## config.mk

```make
export PLATFORM = sky130hd
export DESIGN_NAME = commit_monitor
export DESIGN_NICKNAME = d
export VERILOG_FILES = /design/src/rtl/commit_monitor_pkg.sv /design/src/rtl/commit_monitor_lane_mask.sv /design/src/rtl/commit_monitor.sv
export SDC_FILE = /design/constraint.sdc
export NUM_CORES = 1
export LEC_CHECK = 0
export ABC_AREA = 1
export BUFFER_PORTS_ARGS = -buffer_cell sky130_fd_sc_hd__buf_2
export CORE_AREA = 2 2 395 397
export CTS_CLUSTER_DIAMETER = 30
export CTS_CLUSTER_SIZE = 24
export DETAILED_ROUTE_END_ITERATION = 10
export DIE_AREA = 0 0 397 399
export GPL_ROUTABILITY_DRIVEN = 0
export PLACE_DENSITY = 0.34
export SYNTH_ARGS = -nofsm -noshare
export SYNTH_HDL_FRONTEND = slang
export SYNTH_SLANG_ARGS = --single-unit
```

## constraint.sdc

```tcl
create_clock -name clock -period 3.85 [get_ports clock]
set_input_delay 0.5775 -clock clock [delete_from_list [all_inputs] [get_ports clock]]
set_output_delay 0.5775 -clock clock [all_outputs]
set_load 0.02 [all_outputs]
```

## src/rtl/commit_monitor_pkg.sv

```systemverilog
// +----------------------------------------------------------------------------+
// | commit_monitor_pkg : shared constants, FSM states and lane record for the  |
// |                      commit monitor slice                                  |
// | Revision: 1.0                                                              |
// +----------------------------------------------------------------------------+
`default_nettype none

package commit_monitor_pkg;

  localparam logic [63:0] PC_START_DEFAULT    = 64'h8000_0000;
  localparam logic [6:0]  TRAP_OPCODE_DEFAULT = 7'h6b;
  localparam logic [7:0]  TIMEOUT_CODE        = 8'hff;
  localparam int          MAX_LANES           = 4;

  localparam logic [1:0] ST_RUN          = 2'd0;
  localparam logic [1:0] ST_HALT_TRAP    = 2'd1;
  localparam logic [1:0] ST_HALT_TIMEOUT = 2'd2;

  // pc/wdata are held at the widest supported XLEN
  typedef struct packed {
    logic        valid;
    logic [63:0] pc;
    logic [31:0] inst;
    logic        wen;
    logic [4:0]  wdest;
    logic [63:0] wdata;
    logic        skip;
  } commit_lane_t;

  function automatic logic [63:0] count_ones(input logic [MAX_LANES-1:0] m);
    logic [63:0] n;
    n = '0;
    for (int i = 0; i < MAX_LANES; i++) begin
      n = n + {63'd0, m[i]};
    end
    return n;
  endfunction

endpackage

`default_nettype wire

```

## src/rtl/commit_monitor_lane_mask.sv

```systemverilog
// +----------------------------------------------------------------------------+
// | commit_monitor_lane_mask : contiguous-prefix and trap-squash lane masking  |
// | Revision: 1.0                                                              |
// +----------------------------------------------------------------------------+
`default_nettype none

module commit_monitor_lane_mask
  import commit_monitor_pkg::*;
#(
  parameter int         COMMIT_WIDTH = 2,
  parameter logic [6:0] TRAP_OPCODE  = TRAP_OPCODE_DEFAULT
) (
  input  logic [COMMIT_WIDTH-1:0]      valid_i,
  input  logic [COMMIT_WIDTH*7-1:0]    opcode_i,
  output logic [COMMIT_WIDTH-1:0]      mask_o,
  output logic                         order_err_now_o,
  output logic                         trap_hit_o,
  output logic [$clog2(MAX_LANES)-1:0] trap_lane_o
);

  logic [COMMIT_WIDTH-1:0] prefix;

  always_comb begin
    prefix      = '0;
    mask_o      = '0;
    trap_hit_o  = 1'b0;
    trap_lane_o = '0;
    prefix[0]   = valid_i[0];
    for (int i = 1; i < COMMIT_WIDTH; i++) begin
      prefix[i] = prefix[i-1] & valid_i[i];
    end
    order_err_now_o = |(valid_i & ~prefix);
    // the oldest trap lane still commits; everything younger is dropped
    for (int i = 0; i < COMMIT_WIDTH; i++) begin
      if (prefix[i] && !trap_hit_o) begin
        mask_o[i] = 1'b1;
        if (opcode_i[i*7 +: 7] == TRAP_OPCODE) begin
          trap_hit_o  = 1'b1;
          trap_lane_o = ($clog2(MAX_LANES))'(i);
        end
      end
    end
  end

endmodule

`default_nettype wire

```

## src/rtl/commit_monitor.sv

```systemverilog
// +----------------------------------------------------------------------------+
// | commit_monitor : multi-lane retire tracker feeding commit/trap/counters.   |
// | Optional macro COMMIT_MONITOR_PERF_EN enables the idle_cnt_o counter.      |
// | Revision: 1.0                                                              |
// +----------------------------------------------------------------------------+
`default_nettype none

module commit_monitor
  import commit_monitor_pkg::*;
#(
  parameter int          COMMIT_WIDTH   = 2,
  parameter int          XLEN           = 64,
  parameter logic [63:0] PC_START       = PC_START_DEFAULT,
  parameter logic [6:0]  TRAP_OPCODE    = TRAP_OPCODE_DEFAULT,
  parameter int          TIMEOUT_CYCLES = 5000
) (
  input  logic                         clock,
  input  logic                         reset,
  input  logic [COMMIT_WIDTH-1:0]      rt_valid_i,
  input  logic [COMMIT_WIDTH*XLEN-1:0] rt_pc_i,
  input  logic [COMMIT_WIDTH*32-1:0]   rt_inst_i,
  input  logic [COMMIT_WIDTH-1:0]      rt_wen_i,
  input  logic [COMMIT_WIDTH*5-1:0]    rt_wdest_i,
  input  logic [COMMIT_WIDTH*XLEN-1:0] rt_wdata_i,
  input  logic [COMMIT_WIDTH-1:0]      rt_skip_i,
  input  logic [XLEN-1:0]              a0_data_i,
  output logic [COMMIT_WIDTH-1:0]      cmt_valid_o,
  output logic [COMMIT_WIDTH*XLEN-1:0] cmt_pc_o,
  output logic [COMMIT_WIDTH*32-1:0]   cmt_inst_o,
  output logic [COMMIT_WIDTH*XLEN-1:0] cmt_wdata_o,
  output logic [COMMIT_WIDTH-1:0]      cmt_wen_o,
  output logic [COMMIT_WIDTH*8-1:0]    cmt_wdest_o,
  output logic [COMMIT_WIDTH-1:0]      cmt_skip_o,
  output logic [63:0]                  cycle_cnt_o,
  output logic [63:0]                  instr_cnt_o,
  output logic                         trap_valid_o,
  output logic [7:0]                   trap_code_o,
  output logic [XLEN-1:0]              trap_pc_o,
  output logic                         order_err_o,
  output logic [63:0]                  idle_cnt_o
);

  localparam int              RUN_W      = $clog2(TIMEOUT_CYCLES) + 1;
  localparam logic [RUN_W-1:0] IDLE_LIMIT = RUN_W'(TIMEOUT_CYCLES - 1);

  logic [COMMIT_WIDTH-1:0]      mask;
  logic [COMMIT_WIDTH*7-1:0]    opcodes;
  logic                         order_err_now;
  logic                         trap_hit;
  logic [$clog2(MAX_LANES)-1:0] trap_lane;
  logic                         running;
  logic                         any_commit;
  logic                         unused_a0;

  logic [1:0]       state_q, state_d;
  logic             first_done_q;
  logic [63:0]      cycle_q, cycle_d;
  logic [63:0]      instr_q, instr_d;
  logic [RUN_W-1:0] run_len_q, run_len_d;
  logic             trap_valid_q, trap_valid_d;
  logic [7:0]       trap_code_q, trap_code_d;
  logic [XLEN-1:0]  trap_pc_q, trap_pc_d;
  logic [XLEN-1:0]  last_pc_q, last_pc_d;
  logic [XLEN-1:0]  trap_pc_sel;
  logic             order_err_q, order_err_d;

  assign running    = (state_q == ST_RUN);
  assign any_commit = running && (|mask);
  assign unused_a0  = ^a0_data_i[XLEN-1:8];

  commit_monitor_lane_mask #(
    .COMMIT_WIDTH (COMMIT_WIDTH),
    .TRAP_OPCODE  (TRAP_OPCODE)
  ) u_lane_mask (
    .valid_i         (rt_valid_i),
    .opcode_i        (opcodes),
    .mask_o          (mask),
    .order_err_now_o (order_err_now),
    .trap_hit_o      (trap_hit),
    .trap_lane_o     (trap_lane)
  );

  generate
    for (genvar i = 0; i < COMMIT_WIDTH; i++) begin : g_lane
      commit_lane_t lane_d, lane_q;
      logic [63:0]  lane_pc;

      assign opcodes[i*7 +: 7] = rt_inst_i[i*32 +: 7];
      assign lane_pc           = 64'(rt_pc_i[i*XLEN +: XLEN]);

      always_comb begin
        lane_d       = lane_q;
        lane_d.valid = 1'b0;
        if (running && mask[i]) begin
          lane_d.valid = 1'b1;
          lane_d.pc    = lane_pc;
          lane_d.inst  = rt_inst_i[i*32 +: 32];
          lane_d.wen   = rt_wen_i[i] && (rt_wdest_i[i*5 +: 5] != 5'd0);
          lane_d.wdest = rt_wdest_i[i*5 +: 5];
          lane_d.wdata = 64'(rt_wdata_i[i*XLEN +: XLEN]);
          // lane 0 is always the oldest committed lane of a contiguous mask
          lane_d.skip  = rt_skip_i[i] |
                         ((i == 0) && !first_done_q && (lane_pc == PC_START));
        end
      end

      always_ff @(posedge clock) begin
        if (reset) lane_q <= '0;
        else       lane_q <= lane_d;
      end

      assign cmt_valid_o[i]             = lane_q.valid;
      assign cmt_pc_o[i*XLEN +: XLEN]   = lane_q.pc[XLEN-1:0];
      assign cmt_inst_o[i*32 +: 32]     = lane_q.inst;
      assign cmt_wdata_o[i*XLEN +: XLEN] = lane_q.wdata[XLEN-1:0];
      assign cmt_wen_o[i]               = lane_q.wen;
      assign cmt_wdest_o[i*8 +: 8]      = {3'b000, lane_q.wdest};
      assign cmt_skip_o[i]              = lane_q.skip;
    end
  endgenerate

  always_comb begin
    trap_pc_sel = '0;
    last_pc_d   = last_pc_q;
    for (int i = 0; i < COMMIT_WIDTH; i++) begin
      if (running && mask[i]) last_pc_d = rt_pc_i[i*XLEN +: XLEN];
      if (trap_lane == ($clog2(MAX_LANES))'(i)) trap_pc_sel = rt_pc_i[i*XLEN +: XLEN];
    end
  end

  always_comb begin
    state_d      = state_q;
    cycle_d      = cycle_q;
    instr_d      = instr_q;
    run_len_d    = run_len_q;
    trap_valid_d = trap_valid_q;
    trap_code_d  = trap_code_q;
    trap_pc_d    = trap_pc_q;
    order_err_d  = order_err_q;
    if (running) begin
      cycle_d     = cycle_q + 64'd1;
      instr_d     = instr_q + count_ones(MAX_LANES'(mask));
      order_err_d = order_err_q | order_err_now;
      run_len_d   = any_commit ? '0 : run_len_q + 1'b1;
      // a trap commit clears the idle condition, so it wins over the watchdog
      if (trap_hit) begin
        state_d      = ST_HALT_TRAP;
        trap_valid_d = 1'b1;
        trap_code_d  = a0_data_i[7:0];
        trap_pc_d    = trap_pc_sel;
      end else if (!any_commit && (run_len_q == IDLE_LIMIT)) begin
        state_d      = ST_HALT_TIMEOUT;
        trap_valid_d = 1'b1;
        trap_code_d  = TIMEOUT_CODE;
        trap_pc_d    = last_pc_q;
      end
    end
  end

  always_ff @(posedge clock) begin
    if (reset) begin
      state_q      <= ST_RUN;
      first_done_q <= 1'b0;
      cycle_q      <= '0;
      instr_q      <= '0;
      run_len_q    <= '0;
      trap_valid_q <= 1'b0;
      trap_code_q  <= '0;
      trap_pc_q    <= '0;
      last_pc_q    <= '0;
      order_err_q  <= 1'b0;
    end else begin
      state_q      <= state_d;
      first_done_q <= first_done_q | any_commit;
      cycle_q      <= cycle_d;
      instr_q      <= instr_d;
      run_len_q    <= run_len_d;
      trap_valid_q <= trap_valid_d;
      trap_code_q  <= trap_code_d;
      trap_pc_q    <= trap_pc_d;
      last_pc_q    <= last_pc_d;
      order_err_q  <= order_err_d;
    end
  end

`ifdef COMMIT_MONITOR_PERF_EN
  logic [63:0] idle_cnt_q;

  always_ff @(posedge clock) begin
    if (reset)                       idle_cnt_q <= '0;
    else if (running && !any_commit) idle_cnt_q <= idle_cnt_q + 64'd1;
  end

  assign idle_cnt_o = idle_cnt_q;
`else
  assign idle_cnt_o = '0;
`endif

  assign cycle_cnt_o  = cycle_q;
  assign instr_cnt_o  = instr_q;
  assign trap_valid_o = trap_valid_q;
  assign trap_code_o  = trap_code_q;
  assign trap_pc_o    = trap_pc_q;
  assign order_err_o  = order_err_q;

endmodule

`default_nettype wire

```

==> results.cfg, run 1 <==
[setup_path]
worstSetupEndpointType = register
r2r-start = state_q[1]
rr_endpoint = last_pc_q[52]
start_kind = primary input
crit_type = in -> reg
arrival_ps = 3790
reg2regPathDepth = 8
worst-endpoint-required_ps = 4600
cp_max_fo = 51
r2r_setup_slack_ps = 1040

[placed_design]
io_buffers = 883
hpwl_mm = 96.7
place_ws_ps = 317

[drt]
ant_nets = 0
vias = 28900
wirelength_mm = 138
wl_met1_mm = 56.9
firstDrtPassIters = 5
routed.top_layer = met5
wl_met3_mm = 10.2
wl_met2_mm = 65.0
drt_iter0_markers = 1593
wire_per_inst_um = 19.6
viasPerCell = 4.11
drc_errors = 0

[timing]
post-route-period-util_pct = 78.9
fin_tns_setup_ps = 0
slew_violations = 0
clock_skew_ps = 68.5
worst_pin_slew_ps = 1020
maxSlewHeadroom_pct = 32.1
setup_slack_ps = 811
min_period_ps = 3040
rsz0062_at_grt = no
fmax_mhz = 329
setup_viol = 0
hold_viol = 0

[outcome]
status = finished clean

[synthesis]
ys.flop_type = dfxtp_1
avgSynthCellArea_um2 = 7.36
yosysSeqAreaShare_pct = 46.9
synth_edf_count = 0
syn-instance-count = 3586
yosysWarningCount = 0
ys_types = 44
synthTopCellsByCount = nand2_1, dfxtp_1, nor2_1
yosysTopAreaCellShare_pct = 46.9
synth.area.top_cells = dfxtp_1, nand2_1, nor2_1
syn_area_um2 = 26400
synthArstFlopShare_pct = 0
yosysTopAreaCell = dfxtp_1
ys_seq_elements = 619
synthMostInstantiatedCell = nand2_1

[floorplanning]
coreArea_um2 = 154000
die_h_um = 399
row_count = 144
initial_core_util_pct = 17.2
dieArea_um2 = 158000
chipWidth_um = 397
boundaryPins = 1010

[power_and_ir_drop]
p_int_uw = 19900
switching_power_uw = 6400
swShare_pct = 24.3
power.density_nw_per_um2 = 614
comb_power_share_pct = 7.0
clkPwrFrac_pct = 66.9
leakage_uw = 0.0197
seqPwrFrac_pct = 26.1
ir_drop_v = 0.000393

[grt]
grt_first_pass_wirelength_mm = 195
grt_pass1_vias = 28600
overflow = 0
antenna_found_initial = 28
grt_max_degree = 150
track_usage_pct = 16.7

[min_path]
hold_class = in -> reg
holdPathStages = 3
hold-path-endpoint = cmt_pc_o[81]
hp-start = rt_pc_i[81]

[clocking]
cts_tree = yes
clkTransAtPathRegs_ps = 40
clockBufferDepth = 3
clock-root-buffer = clkbuf_16
numCtsBuffers = 214
cts_setup_buffers = 0
clock_latency_ps = 810
clock-sinks = 619
htree_levels = 4

[cells_and_area]
drive_gt1_share_pct = 26.8
fin_util_pct = 27.9
layout.nets = 5194
synthToLayoutAreaGrowth_pct = 62.6

[flow_run]
max_cap_viol_count = 0
## flip-flops by register name (all words and copies together) (netlist names)
signal	flops
instr_cnt_o	64
cmt_wdest_o	10
trap_pc_o	64
cmt_wen_o	2
cmt_wdata_o	128
first_done_q	1
cmt_skip_o	2
last_pc_q	64
cmt_valid_o	2
order_err_o	1
cycle_cnt_o	64
trap_valid_o	1
cmt_inst_o	64
cmt_pc_o	128
state_q	2
run_len_q	14
trap_code_o	8
## timing repair
item / 4_1_cts / 5_1_grt
hold endpoints to repair: 253 / 0
gates resized for setup: 0 / 0
hold buffers: 257 / 0
## stage by stage
stage / hold WS (ps) / cells / instance area [um2] / total power (uW)
final: 75.6 / 7025 / 42900 / 26300
after detailed placement: 435 / 6359 / 32800 / 8610
after floorplan: 428 / 3655 / 26700 / 7870
after CTS: 0.250 / 7013 / 42900 / 26700
after global placement: 430 / 6359 / 32800 / 8610
after global routing: 12.8 / 7021 / 42900 / 27300
## layer usage
layer  GRT usage (%)  vias up
met4            7.59       10
met1            19.3    13500
met5               0        -
li1                -    14100
met3            5.56      257
met2            27.7      974
## critical path, stage by stage
cell and delay (ps):
dlygate4sd3_1 540, buf_2 120, inv_1 60, nand2_1 50, nor2_1 190, nand2_4 140, nand2_4 80, buf_4 300
buf_4 730, nand3_1 150, a31oi_1 200, dlygate4sd3_1 570
## placed cells by master (no fill, tap or decap), types with 70 or more instances in the layout
master	netlist	final
o21ai_0	213	213
nand3_1	252	252
nand2_1	779	775
buf_2	75	882
dfxtp_1	619	619
nor2_1	582	581
clkbuf_16	0	215
conb_1	1	70
a21oi_1	136	136
inv_1	267	264
a22o_1	96	96
dlygate4sd3_1	0	257
## logic make-up after synthesis
family	count (synthesis)	synth area share (%)
simple gates	1809	29.0
flops	619	46.9
compound gates	592	13.9
buf+inv	539	9.21
xor+xnor	22	0.730
fa+ha+maj	4	0.218
other cells	1	0.0142
## how the worst max path moves through the flow
stage | slack (ps) | cells past startpoint | endpoint | from
floorplan | 990 | 19 | instr_cnt_o[36] | rt_inst_i[4]
global placement | 350 | 16 | instr_cnt_o[60] | rt_valid_i[0]
detailed placement | 320 | 17 | instr_cnt_o[56] | rt_valid_i[0]
CTS | 910 | 12 | last_pc_q[36] | rt_inst_i[2]
global route | 700 | 19 | instr_cnt_o[60] | rt_inst_i[0]
finish | 810 | 12 | last_pc_q[36] | rt_inst_i[2]
## cell type report
cell class              count  area (um2)
fillers                 16800      111000
flip-flops and latches    619       12400
multi-input cells        2497       11900
diodes                     12        30.0
inverters                 274        1040
clock buffers             322        6450
repair buffers           1182        7450
well taps                2044        2560
clock inverters            75        1110
## power groups by stage
stage / clock network (uW) / registers [uW] / logic, uW
detailed placement: 0 / 6970 / 1640
floorplan: 0 / 7230 / 640
global placement: 0 / 6970 / 1640
global route: 18400 / 6900 / 1990
CTS: 18000 / 6870 / 1870
finish: 17600 / 6870 / 1840
No activity file was read; power rests on OpenSTA's default activity.
==> run 2, diff against run 1 <==
==> constraint.sdc (replaced) <==
create_clock -name clock -period 3.2 [get_ports clock]
set_input_delay 0.48 -clock clock [delete_from_list [all_inputs] [get_ports clock]]
set_output_delay 0.48 -clock clock [all_outputs]
set_load 0.02 [all_outputs]
==> results.cfg, run 2 (same netlist as run 1, synthesis figures left out) <==
[clocking]
numCtsBuffers = 209
clock_latency_ps = 810
clock-root-buffer = clkbuf_16
htree_levels = 4
postCtsResizedCells = 0
cts_hold_buf = 365
clkTransAtPathRegs_ps = 40
clock-sinks = 619
clockBufferDepth = 3
cts_setup_buffers = 0
cts_tree = yes

[placed_design]
dp.cells = 6365
hpwl_mm = 96.1
placed_cell_area_um2 = 32900
io_buffers = 883

[floorplanning]
boundaryPins = 1010
chipWidth_um = 397
initial_core_util_pct = 17.2
row_count = 144
dieArea_um2 = 158000
coreArea_um2 = 154000
die_h_um = 399

[cells_and_area]
fin_util_pct = 28.7
final_cell_mix = buf_2, nand2_1, dfxtp_1
stdcell_count = 7127
synthToLayoutAreaGrowth_pct = 67.1
drive_gt1_share_pct = 26.1
layout_commonest_cell = buf_2
fin_area_um2 = 44100
layout.nets = 5303

[flow_run]
max_cap_viol_count = 0

[setup_path]
cpPeakStageDelay_ps = 570
arrival_ps = 3710
rr_endpoint = last_pc_q[39]
start_kind = primary input
worstSetupEndpointType = register
cp_max_fo = 28
crit_chain = dlygate4sd3_1 > buf_2 > nand2_1 > nor2_1 > nand2_4 > nand2_4 > buf_4 > nor2_4 > buf_4 > nand2_1 > a31oi_1 > dlygate4sd3_1
r2r_setup_slack_ps = 490
setup.worst_path.start = rt_inst_i[5]
crit_type = in -> reg
r2r-start = state_q[1]
reg2regPathDepth = 8
slowest_stage = dlygate4sd3_1
worst-endpoint-required_ps = 3880
cp-endpoint = last_pc_q[57]

[timing]
slew_violations = 0
min_period_ps = 3030
hold_viol = 0
post-route-period-util_pct = 94.6
clock_skew_ps = 66.8
worst_pin_slew_ps = 1070
rsz0062_at_grt = no
fmax_mhz = 330
setup_viol = 0
fin_tns_setup_ps = 0
maxSlewHeadroom_pct = 29.0

[outcome]
status = finished clean

[min_path]
hold_class = in -> reg

[grt]
grt_first_pass_wirelength_mm = 195
track_usage_pct = 16.5
antenna_found_initial = 15
grt_max_degree = 185
overflow = 0
grt_pass1_vias = 29000

[drt]
drc_errors = 0
viasPerCell = 4.11
vias = 29300
wire_per_inst_um = 19.2
wirelength_mm = 137
firstDrtPassIters = 5
ant_nets = 0
drt_iter0_markers = 1443

[power_and_ir_drop]
leakage_uw = 0.0202
power.density_nw_per_um2 = 724
ir_drop_v = 0.000421
finalPower_uw = 32000
run 2: report_power, final:
group	internal, uW	switching, uW	total [uW]
registers	8090	192	8280
clock network	15200	6100	21300
logic	916	1420	2340
total	24200	7710	32000
run 2: per-layer routing:
layer	vias up	wire length [um]	global-route usage [%]
li1	14400	-	-
met1	13800	57900	19.7
met2	947	64600	27.3
met3	243	9580	5.16
met4	4	4790	6.71
met5	-	30	0
run 2: worst max-delay path, delay by kind of cell:
family,cells,cell delay [ps]
AND/OR/NAND/NOR,6,950
AO/OA/AOI/OAI,1,160
buffers and inverters,5,2070
run 2: stage by stage:
stage / setup slack, ps / hold slack [ps]
6_report: 174 / 66.7
5_1_grt: 20.1 / 39.9
4_1_cts: 170 / 6.77
3_5_place_dp: 143 / 435
3_3_place_gp: 151 / 428
2_1_floorplan: 440 / 428
run 2: cell type report:
type	instances	area, um2
diodes	6	15.0
clock buffers	314	6210
clock inverters	77	1320
fillers	16800	110000
inverters	274	1040
multi-input cells	2497	11900
flip-flops and latches	619	12400
well taps	2044	2560
repair buffers	1296	8690
run 2: how the worst min path moves through the flow:
stage                  from           end  slack, ps  depth (start not counted)
2_1_floorplan  first_done_q  first_done_q        430                          2
6_report        rt_pc_i[79]  cmt_pc_o[79]         70                          3
3_5_place_dp   cmt_pc_o[27]  cmt_pc_o[27]        430                          2
3_3_place_gp   cmt_pc_o[25]  cmt_pc_o[25]        430                          2
5_1_grt         rt_pc_i[77]  cmt_pc_o[77]         40                          3
4_1_cts         rt_pc_i[79]  cmt_pc_o[79]          7                          3
